$ cat config.mk
export PLATFORM = sky130hd
export DESIGN_NAME = iic_slave
export DESIGN_NICKNAME = d
export VERILOG_FILES = /design/src/rtl/iic_slave_pkg.sv /design/src/rtl/iic_slave_bus_sync.sv /design/src/rtl/iic_slave.sv
export SDC_FILE = /design/constraint.sdc
export NUM_CORES = 1
export LEC_CHECK = 0
export CAP_MARGIN = 5
export CORE_UTILIZATION = 50
export CTS_CLUSTER_SIZE = 16
export DETAILED_ROUTE_END_ITERATION = 6
export DONT_BUFFER_PORTS = 1
export PLACE_DENSITY = 0.61
export SETUP_SLACK_MARGIN = 0.15
export SLEW_MARGIN = 20
export SYNTH_ARGS = -nofsm -noshare
export SYNTH_HDL_FRONTEND = slang
export SYNTH_SLANG_ARGS = --single-unit
export TNS_END_PERCENT = 100
$ cat constraint.sdc
create_clock -name clk -period 4.3 [get_ports clk]
set_input_delay 1.075 -clock clk [delete_from_list [all_inputs] [get_ports clk]]
set_output_delay 1.075 -clock clk [all_outputs]
set_load 0.02 [all_outputs]
$ cat src/rtl/iic_slave_pkg.sv
// Shared definitions for the I2C register-access slave.
package iic_slave_pkg;

  typedef enum logic [3:0] {
    IDLE,
    DEV,
    ACK_DEV,
    REG_H,
    ACK_RH,
    REG_L,
    ACK_RL,
    WR,
    ACK_WR,
    RD,
    RD_ACK,
    WAIT_STOP
  } iic_state_e;

  localparam logic ACK  = 1'b0;
  localparam logic NACK = 1'b1;

  // Post-byte register address step; 8-bit mode keeps the high byte at zero.
  function automatic logic [15:0] next_reg_addr(input logic [15:0] addr,
                                                input logic        wide);
    if (wide) begin
      return addr + 16'd1;
    end
    return {8'h00, addr[7:0] + 8'd1};
  endfunction

endpackage

$ cat src/rtl/iic_slave_bus_sync.sv
// SCL/SDA synchronizers plus START, STOP and SCL edge detection.
module iic_bus_sync (
  input  logic clk,
  input  logic rst_n,
  input  logic scl_in,
  input  logic sda_in,
  output logic sda_s,
  output logic scl_rise,
  output logic scl_fall,
  output logic start_det,
  output logic stop_det
);

  // [0] metastability flop, [1] synchronized value, [2] one-cycle delayed copy
  logic [2:0] scl_pipe_q, scl_pipe_d;
  logic [2:0] sda_pipe_q, sda_pipe_d;

  // Shift the raw bus lines into their pipelines.
  always_comb begin
    scl_pipe_d = {scl_pipe_q[1:0], scl_in};
    sda_pipe_d = {sda_pipe_q[1:0], sda_in};
  end

  // Pipelines idle high so a quiet bus never looks like an edge after reset.
  always_ff @(posedge clk or negedge rst_n) begin
    if (!rst_n) begin
      scl_pipe_q <= '1;
      sda_pipe_q <= '1;
    end else begin
      scl_pipe_q <= scl_pipe_d;
      sda_pipe_q <= sda_pipe_d;
    end
  end

  assign sda_s     = sda_pipe_q[1];
  assign scl_rise  =  scl_pipe_q[1] & ~scl_pipe_q[2];
  assign scl_fall  = ~scl_pipe_q[1] &  scl_pipe_q[2];
  assign start_det =  scl_pipe_q[1] &  scl_pipe_q[2] & ~sda_pipe_q[1] &  sda_pipe_q[2];
  assign stop_det  =  scl_pipe_q[1] &  scl_pipe_q[2] &  sda_pipe_q[1] & ~sda_pipe_q[2];

endmodule

$ cat src/rtl/iic_slave.sv
// I2C slave bridging bus transfers onto a byte-wide register bank.
module iic_slave
  import iic_slave_pkg::*;
#(
  parameter logic [7:0]  SLAVE_ADDR = 8'h78,
  parameter int unsigned REG_EX     = 1
) (
  input  logic        clk,
  input  logic        rst_n,
  input  logic        scl_in,
  input  logic        sda_in,
  output logic        sda_oe,
  output logic        reg_wr_en,
  output logic        reg_rd_en,
  output logic [15:0] reg_addr,
  output logic [7:0]  reg_wdata,
  input  logic [7:0]  reg_rdata,
  output logic        busy
);

  localparam logic REG_WIDE = (REG_EX != 0);

  logic sda_s, scl_rise, scl_fall, start_det, stop_det;

  iic_bus_sync u_sync (
    .clk       (clk),
    .rst_n     (rst_n),
    .scl_in    (scl_in),
    .sda_in    (sda_in),
    .sda_s     (sda_s),
    .scl_rise  (scl_rise),
    .scl_fall  (scl_fall),
    .start_det (start_det),
    .stop_det  (stop_det)
  );

  iic_state_e  state_q, state_d;
  logic [2:0]  bit_cnt_q, bit_cnt_d;
  logic [7:0]  shift_q, shift_d;
  logic [7:0]  rd_shift_q, rd_shift_d;
  logic        rw_q, rw_d;
  logic        ack_seen_q, ack_seen_d;
  logic        rd_load_q, rd_load_d;
  logic        sda_oe_q, sda_oe_d;
  logic        reg_wr_en_q, reg_wr_en_d;
  logic        reg_rd_en_q, reg_rd_en_d;
  logic [15:0] reg_addr_q, reg_addr_d;
  logic [7:0]  reg_wdata_q, reg_wdata_d;
  logic        busy_q, busy_d;
  logic [7:0]  byte_in;

  // Next-state and output decode, driven by bus events.
  always_comb begin
    state_d     = state_q;
    bit_cnt_d   = bit_cnt_q;
    shift_d     = shift_q;
    rd_shift_d  = rd_shift_q;
    rw_d        = rw_q;
    ack_seen_d  = ack_seen_q;
    rd_load_d   = reg_rd_en_q;
    sda_oe_d    = sda_oe_q;
    reg_wr_en_d = 1'b0;
    reg_rd_en_d = 1'b0;
    reg_addr_d  = reg_addr_q;
    reg_wdata_d = reg_wdata_q;
    byte_in     = {shift_q[6:0], sda_s};

    // Address advances the cycle after the write strobe, so the strobe
    // itself always carries the address the byte was aimed at.
    if (reg_wr_en_q) begin
      reg_addr_d = next_reg_addr(reg_addr_q, REG_WIDE);
    end

    // Bank data is valid one cycle after the fetch strobe; put its MSB on the bus.
    if (rd_load_q && state_q == RD) begin
      rd_shift_d = reg_rdata;
      sda_oe_d   = ~reg_rdata[7];
    end

    if (stop_det) begin
      state_d   = IDLE;
      sda_oe_d  = 1'b0;
      bit_cnt_d = '0;
    end else if (start_det) begin
      state_d    = DEV;
      bit_cnt_d  = '0;
      ack_seen_d = 1'b0;
    end else if (scl_rise) begin
      unique case (state_q)
        DEV, REG_H, REG_L, WR: begin
          shift_d   = byte_in;
          bit_cnt_d = bit_cnt_q + 3'd1;
          if (bit_cnt_q == 3'd7) begin
            unique case (state_q)
              DEV: begin
                if (byte_in[7:1] == SLAVE_ADDR[7:1]) begin
                  state_d = ACK_DEV;
                  rw_d    = byte_in[0];
                end else begin
                  state_d = WAIT_STOP;
                end
              end
              REG_H: begin
                reg_addr_d[15:8] = byte_in;
                state_d          = ACK_RH;
              end
              REG_L: begin
                reg_addr_d = REG_WIDE ? {reg_addr_q[15:8], byte_in} : {8'h00, byte_in};
                state_d    = ACK_RL;
              end
              default: begin
                reg_wdata_d = byte_in;
                reg_wr_en_d = 1'b1;
                state_d     = ACK_WR;
              end
            endcase
          end
        end
        RD: begin
          bit_cnt_d = bit_cnt_q + 3'd1;
          if (bit_cnt_q == 3'd7) begin
            state_d    = RD_ACK;
            ack_seen_d = 1'b0;
          end
        end
        RD_ACK: begin
          if (sda_s == ACK) begin
            ack_seen_d = 1'b1;
            reg_addr_d = next_reg_addr(reg_addr_q, REG_WIDE);
          end else begin
            state_d = WAIT_STOP;
          end
        end
        default: ;
      endcase
    end else if (scl_fall) begin
      unique case (state_q)
        // First fall in an ACK state starts driving the ACK, the second ends it.
        ACK_DEV, ACK_RH, ACK_RL, ACK_WR: begin
          if (!sda_oe_q) begin
            sda_oe_d = 1'b1;
          end else begin
            sda_oe_d = 1'b0;
            unique case (state_q)
              ACK_DEV: begin
                if (rw_q) begin
                  state_d     = RD;
                  reg_rd_en_d = 1'b1;
                  bit_cnt_d   = '0;
                end else begin
                  state_d = REG_WIDE ? REG_H : REG_L;
                end
              end
              ACK_RH:  state_d = REG_L;
              default: state_d = WR;
            endcase
          end
        end
        RD: begin
          rd_shift_d = {rd_shift_q[6:0], 1'b0};
          sda_oe_d   = ~rd_shift_q[6];
        end
        RD_ACK: begin
          if (ack_seen_q) begin
            state_d     = RD;
            reg_rd_en_d = 1'b1;
            bit_cnt_d   = '0;
          end else begin
            sda_oe_d = 1'b0;
          end
        end
        default: sda_oe_d = 1'b0;
      endcase
    end

    busy_d = (state_d != IDLE);
  end

  // State and datapath registers; reset releases SDA asynchronously.
  always_ff @(posedge clk or negedge rst_n) begin
    if (!rst_n) begin
      state_q     <= IDLE;
      bit_cnt_q   <= '0;
      shift_q     <= '0;
      rd_shift_q  <= '0;
      rw_q        <= 1'b0;
      ack_seen_q  <= 1'b0;
      rd_load_q   <= 1'b0;
      sda_oe_q    <= 1'b0;
      reg_wr_en_q <= 1'b0;
      reg_rd_en_q <= 1'b0;
      reg_addr_q  <= '0;
      reg_wdata_q <= '0;
      busy_q      <= 1'b0;
    end else begin
      state_q     <= state_d;
      bit_cnt_q   <= bit_cnt_d;
      shift_q     <= shift_d;
      rd_shift_q  <= rd_shift_d;
      rw_q        <= rw_d;
      ack_seen_q  <= ack_seen_d;
      rd_load_q   <= rd_load_d;
      sda_oe_q    <= sda_oe_d;
      reg_wr_en_q <= reg_wr_en_d;
      reg_rd_en_q <= reg_rd_en_d;
      reg_addr_q  <= reg_addr_d;
      reg_wdata_q <= reg_wdata_d;
      busy_q      <= busy_d;
    end
  end

  assign sda_oe    = sda_oe_q;
  assign reg_wr_en = reg_wr_en_q;
  assign reg_rd_en = reg_rd_en_q;
  assign reg_addr  = reg_addr_q;
  assign reg_wdata = reg_wdata_q;
  assign busy      = busy_q;

endmodule

==> results.md <==
Final layout:
- The layout has about 660 filler cells.
- The layout net count is 412.
- The non-filler instance count after layout is 498.
- The share of layout cells above drive strength 1 is between 10% and 20%.
- From synthesis to final layout, the design area changed by 3.91%.
- Summing all multi-input logic gate instances after layout gives around 2200 um2.
- Across the whole layout, storage elements account for 1460 um2.
- The diode insertion count for antenna repair is 0.
- The most common library cell in the layout ignoring fill and taps is dfrtp_1.
- The top cell types in the final layout, fill and taps aside, are dfrtp_1, nand2_1, nor2_1, a21oi_1, o21ai_0.

Die:
- From left edge to right edge, the die measures roughly 90 um.
- The number of standard-cell rows in the floorplan is 31.
- The full die area is about 8000 um2.
- The count of boundary I/O pins is 40.
- The core footprint is 7410 um2.
- The height of the die is 90.4 um.
- The initial cell density of the core is approximately 53%.

Power:
- The net switching power figure is approximately 470 uW.
- For this design the ratio of total power to cell area is 355 nW/um2.
- The relative contribution of the clock network to total power is between 30% and 40%.
- Net switching is between 30% and 40% of the power.
- In this run the static leakage power is around 0.0017 uW.
- VDD sags by at most roughly 0.26 mV.
- Of the total power, registers draw 51.4%.
- The proportion of power drawn by combinational gates is about 15%.
- Internal power comes to 971 uW.
- The final total power is ~1400 uW.

Placed design:
- The total of buffers placed on input and output ports is 0.
- The number of placed instances, taps included, is slightly below 500.
- At the end of routability-driven placement, the weighted congestion stood at just over 0.9.
- After legalization and detailed placement, the total HPWL measured around 6500 um.

Critical path:
- The signal on the critical path passes through ha_1 -> inv_2 -> a2111oi_4 -> o22ai_1 -> a211o_1.
- The kind of critical path is reg -> reg.
- STA classifies the critical path startpoint as a flop.
- The number of buffer and inverter instances along the worst setup path is 1.
- Along the worst path, the maximum fanout reaches 15.
- For the worst setup path, the data required time is between 4 and 5 ns.
- The arrival time of the worst setup path is between 3 and 4 ns.
- On the worst path, the slowest cell contributes a delay of between 0.9 and 1 ns.
- The family with the most delay on the worst path is compound AO/OA/AOI/OAI gates.
- STA classifies the critical path endpoint as a flop.
- The slowest stage cell on the critical path is a2111oi_4.

Timing:
- The clock arrives with between 0.01 and 0.015 ns of skew.
- Setup repair after global routing left no endpoint under its margin.
- The final count of hold timing violations is 0.
- The worst slew margin relative to its limit is between 30 and 40%.
- The final critical path time including I/O delays and setup is 2.90 ns.
- The maximum operating frequency is around 340 MHz.
- The worst path uses between 60% and 70% of the clock period.
- Setup total negative slack on the finished layout was measured at 0 ns.
- The max-slew violation total from the final report is 0.
- For the pin with the worst max-slew slack, the measured transition is roughly 1.0 ns.
- The number of setup violations in the final report is 0.

Clocking:
- The count of cells resized by post-cts repair is 0.
- CTS built an H-tree with a depth of 3.
- The number of buffers inserted during clock tree synthesis is 9.
- After clock tree synthesis, the clock-pin slew on the worst setup and hold paths is about 0.08 ns.
- The clock sink total is 58.
- In this run, post-CTS hold repair placed 0 buffers.
- The deepest clock path buffer count is 2.
- The tree is rooted in a clkbuf_8.
- After clock tree synthesis, the setup repair step added 0 buffers.
- The clock latency reported for the late side of the worst-skew pair is roughly 0.35 ns.
- TritonCTS built the clock tree.

Outcome:
- The run finished with clean final reports.

Global routing:
- The initial antenna violation count is 0.
- The combined global-route utilization of all metal layers is between 20% and 30%.
- The total overflow reported by the global router is 0.
- The number of global-route vias before repair is ~3,100.
- The wire length of the first global-routing pass is 16,600 um.
- The largest net degree at the start of global routing is a little under 60.

Logic synthesis:
- The synthesized design devotes to its leading area cell type 33.3% of total area.
- The number of synthesized flops with an enable pin is 0.
- The sequential cell area fraction in the yosys report is 37.4%.
- The cell area after synthesis is between 3000 and 4000 um2.
- The total nets after synthesis is 430.
- The synthesis warning total is 0.
- The number of synthesized register bits is 58.
- The flip-flop cell with the highest count after synthesis is dfrtp_1.
- dfrtp_1 takes more of the synthesized area than any other cell.
- Synthesis produced about 410 cells.
- Yosys attributes the largest share of cell area to dfrtp_1, dfstp_2, mux2_1.
- A synthesized cell averages 9.48 um2.
- The synthesized netlist contains 80 unique library cells.
- The share of synthesized flip-flops with an asynchronous set or reset is 100%.

Drt:
- In the final routed layout, each cell accounts on average for approximately 20 um.
- The iteration-0 DRC count of the detailed router is approximately 330.
- The number of vias after detailed routing is about 3,300.
- The detailed-route DRC error count is 0.
- The count of antenna-violating nets left after detailed routing is 0.
- The number of detailed-routing iterations run before antenna repair is 5.
- The wire length after detailed routing is approximately 10000 um.
- In the routed layout, each cell is associated on average with a via count of ~6.6.

Job:
- The number of maximum-capacitance constraint violations is 0.

Hold path:
- The class of the most critical hold timing path is reg -> reg.
==> Yosys cell counts (8+ instances only) <==
cell and count:
inv_1 10, xnor2_1 8, clkbuf_1 11, nor3_1 12
a21oi_1 21, buf_2 11, xor2_1 12, o21ai_0 14
mux2i_1 11, nor2_1 23, dfrtp_1 52, o21ai_1 10
nand3_1 12, mux2_1 12, nor4_1 9, nand2_1 35
==> worst paths after layout <==
path / from / to / slack, ns / cells after the start
max: u_sync.scl_pipe_q[1]$_DFF_PN1_ / reg_addr[7]$_DFF_PN0_ / 1.40 / 5
min: u_sync.sda_pipe_q[0]$_DFF_PN1_ / u_sync.sda_pipe_q[1]$_DFF_PN1_ / 0.36 / 0
max reg2reg: u_sync.scl_pipe_q[1]$_DFF_PN1_ / reg_addr[7]$_DFF_PN0_ / 1.40 / 5
min reg2reg: u_sync.sda_pipe_q[0]$_DFF_PN1_ / u_sync.sda_pipe_q[1]$_DFF_PN1_ / 0.36 / 0
max in group asynchronous: rst_n / u_sync.sda_pipe_q[0]$_DFF_PN1_ / 3.67 / 0
min in group asynchronous: rst_n / reg_addr[8]$_DFFE_PN0P_ / 0.42 / 0
==> kinds of logic after synthesis <==
logic type	synth area share (%)
compound gates	20.2
xor+xnor	4.49
fa+ha+maj	1.92
buf+inv	5.77
flops	37.4
mux	7.44
simple gates	22.8
==> cell type report <==
| type | instances | area share (%) |
|---|---|---|
| well taps | 99 | 3.05 |
| clock inverters | 4 | 0.617 |
| clock buffers | 12 | 4.07 |
| multi-input cells | 311 | 54.7 |
| flip-flops and latches | 58 | 36.0 |
| inverters | 11 | 1.02 |
| repair buffers | 3 | 0.555 |
==> state kept, by name, summed over array words and instances, names as in the netlist <==
signal	cells
ack_seen_q	1
bit_cnt_q	3
busy	1
rd_load_q	1
rd_shift_q	7
reg_addr	16
reg_rd_en	1
reg_wdata	8
reg_wr_en	1
rw_q	1
sda_oe	1
shift_q	7
state_q	4
u_sync.scl_pipe_q	3
u_sync.sda_pipe_q	3
==> per-stage QoR <==
| stage | area [um2] | setup WS, ns | utilization [%] | hold WS [ns] |
|---|---|---|---|---|
| 2_1_floorplan | 3900 | 2.23 | - | 0.345 |
| 3_3_place_gp | 3870 | 1.45 | 52.2 | 0.345 |
| 3_5_place_dp | 3870 | 1.41 | 52.2 | 0.349 |
| 4_1_cts | 4060 | 1.40 | 54.8 | 0.358 |
| 5_1_grt | 4060 | 1.16 | 54.8 | 0.360 |
| 6_report | 4060 | 1.40 | 54.8 | 0.356 |
==> per-layer routing <==
metal / up-vias / share of wire, % / GRT usage, %
li1: 1513 / - / -
met1: 1597 / 47 / 37.4
met2: 155 / 44 / 36.8
met3: 17 / 7.5 / 7.83
met4: 0 / 1.8 / 7.53
met5: - / 0 / 0
==> power groups by stage <==
| stage | clock (uW) | sequential (uW) | combinational [uW] |
|---|---|---|---|
| detailed placement | 0 | 743 | 212 |
| floorplan | 0 | 689 | 195 |
| global placement | 0 | 741 | 208 |
| global route | 523 | 748 | 239 |
| finish | 487 | 740 | 213 |
| CTS | 493 | 734 | 212 |
==> worst register-to-register path, cell delays in order (launching register included) <==
cell	delay, ns
dfstp_2	0.55
ha_1	0.54
inv_2	0.23
a2111oi_4	0.93
o22ai_1	0.22
a211o_1	0.33
(Power assumes the default switching activity.)
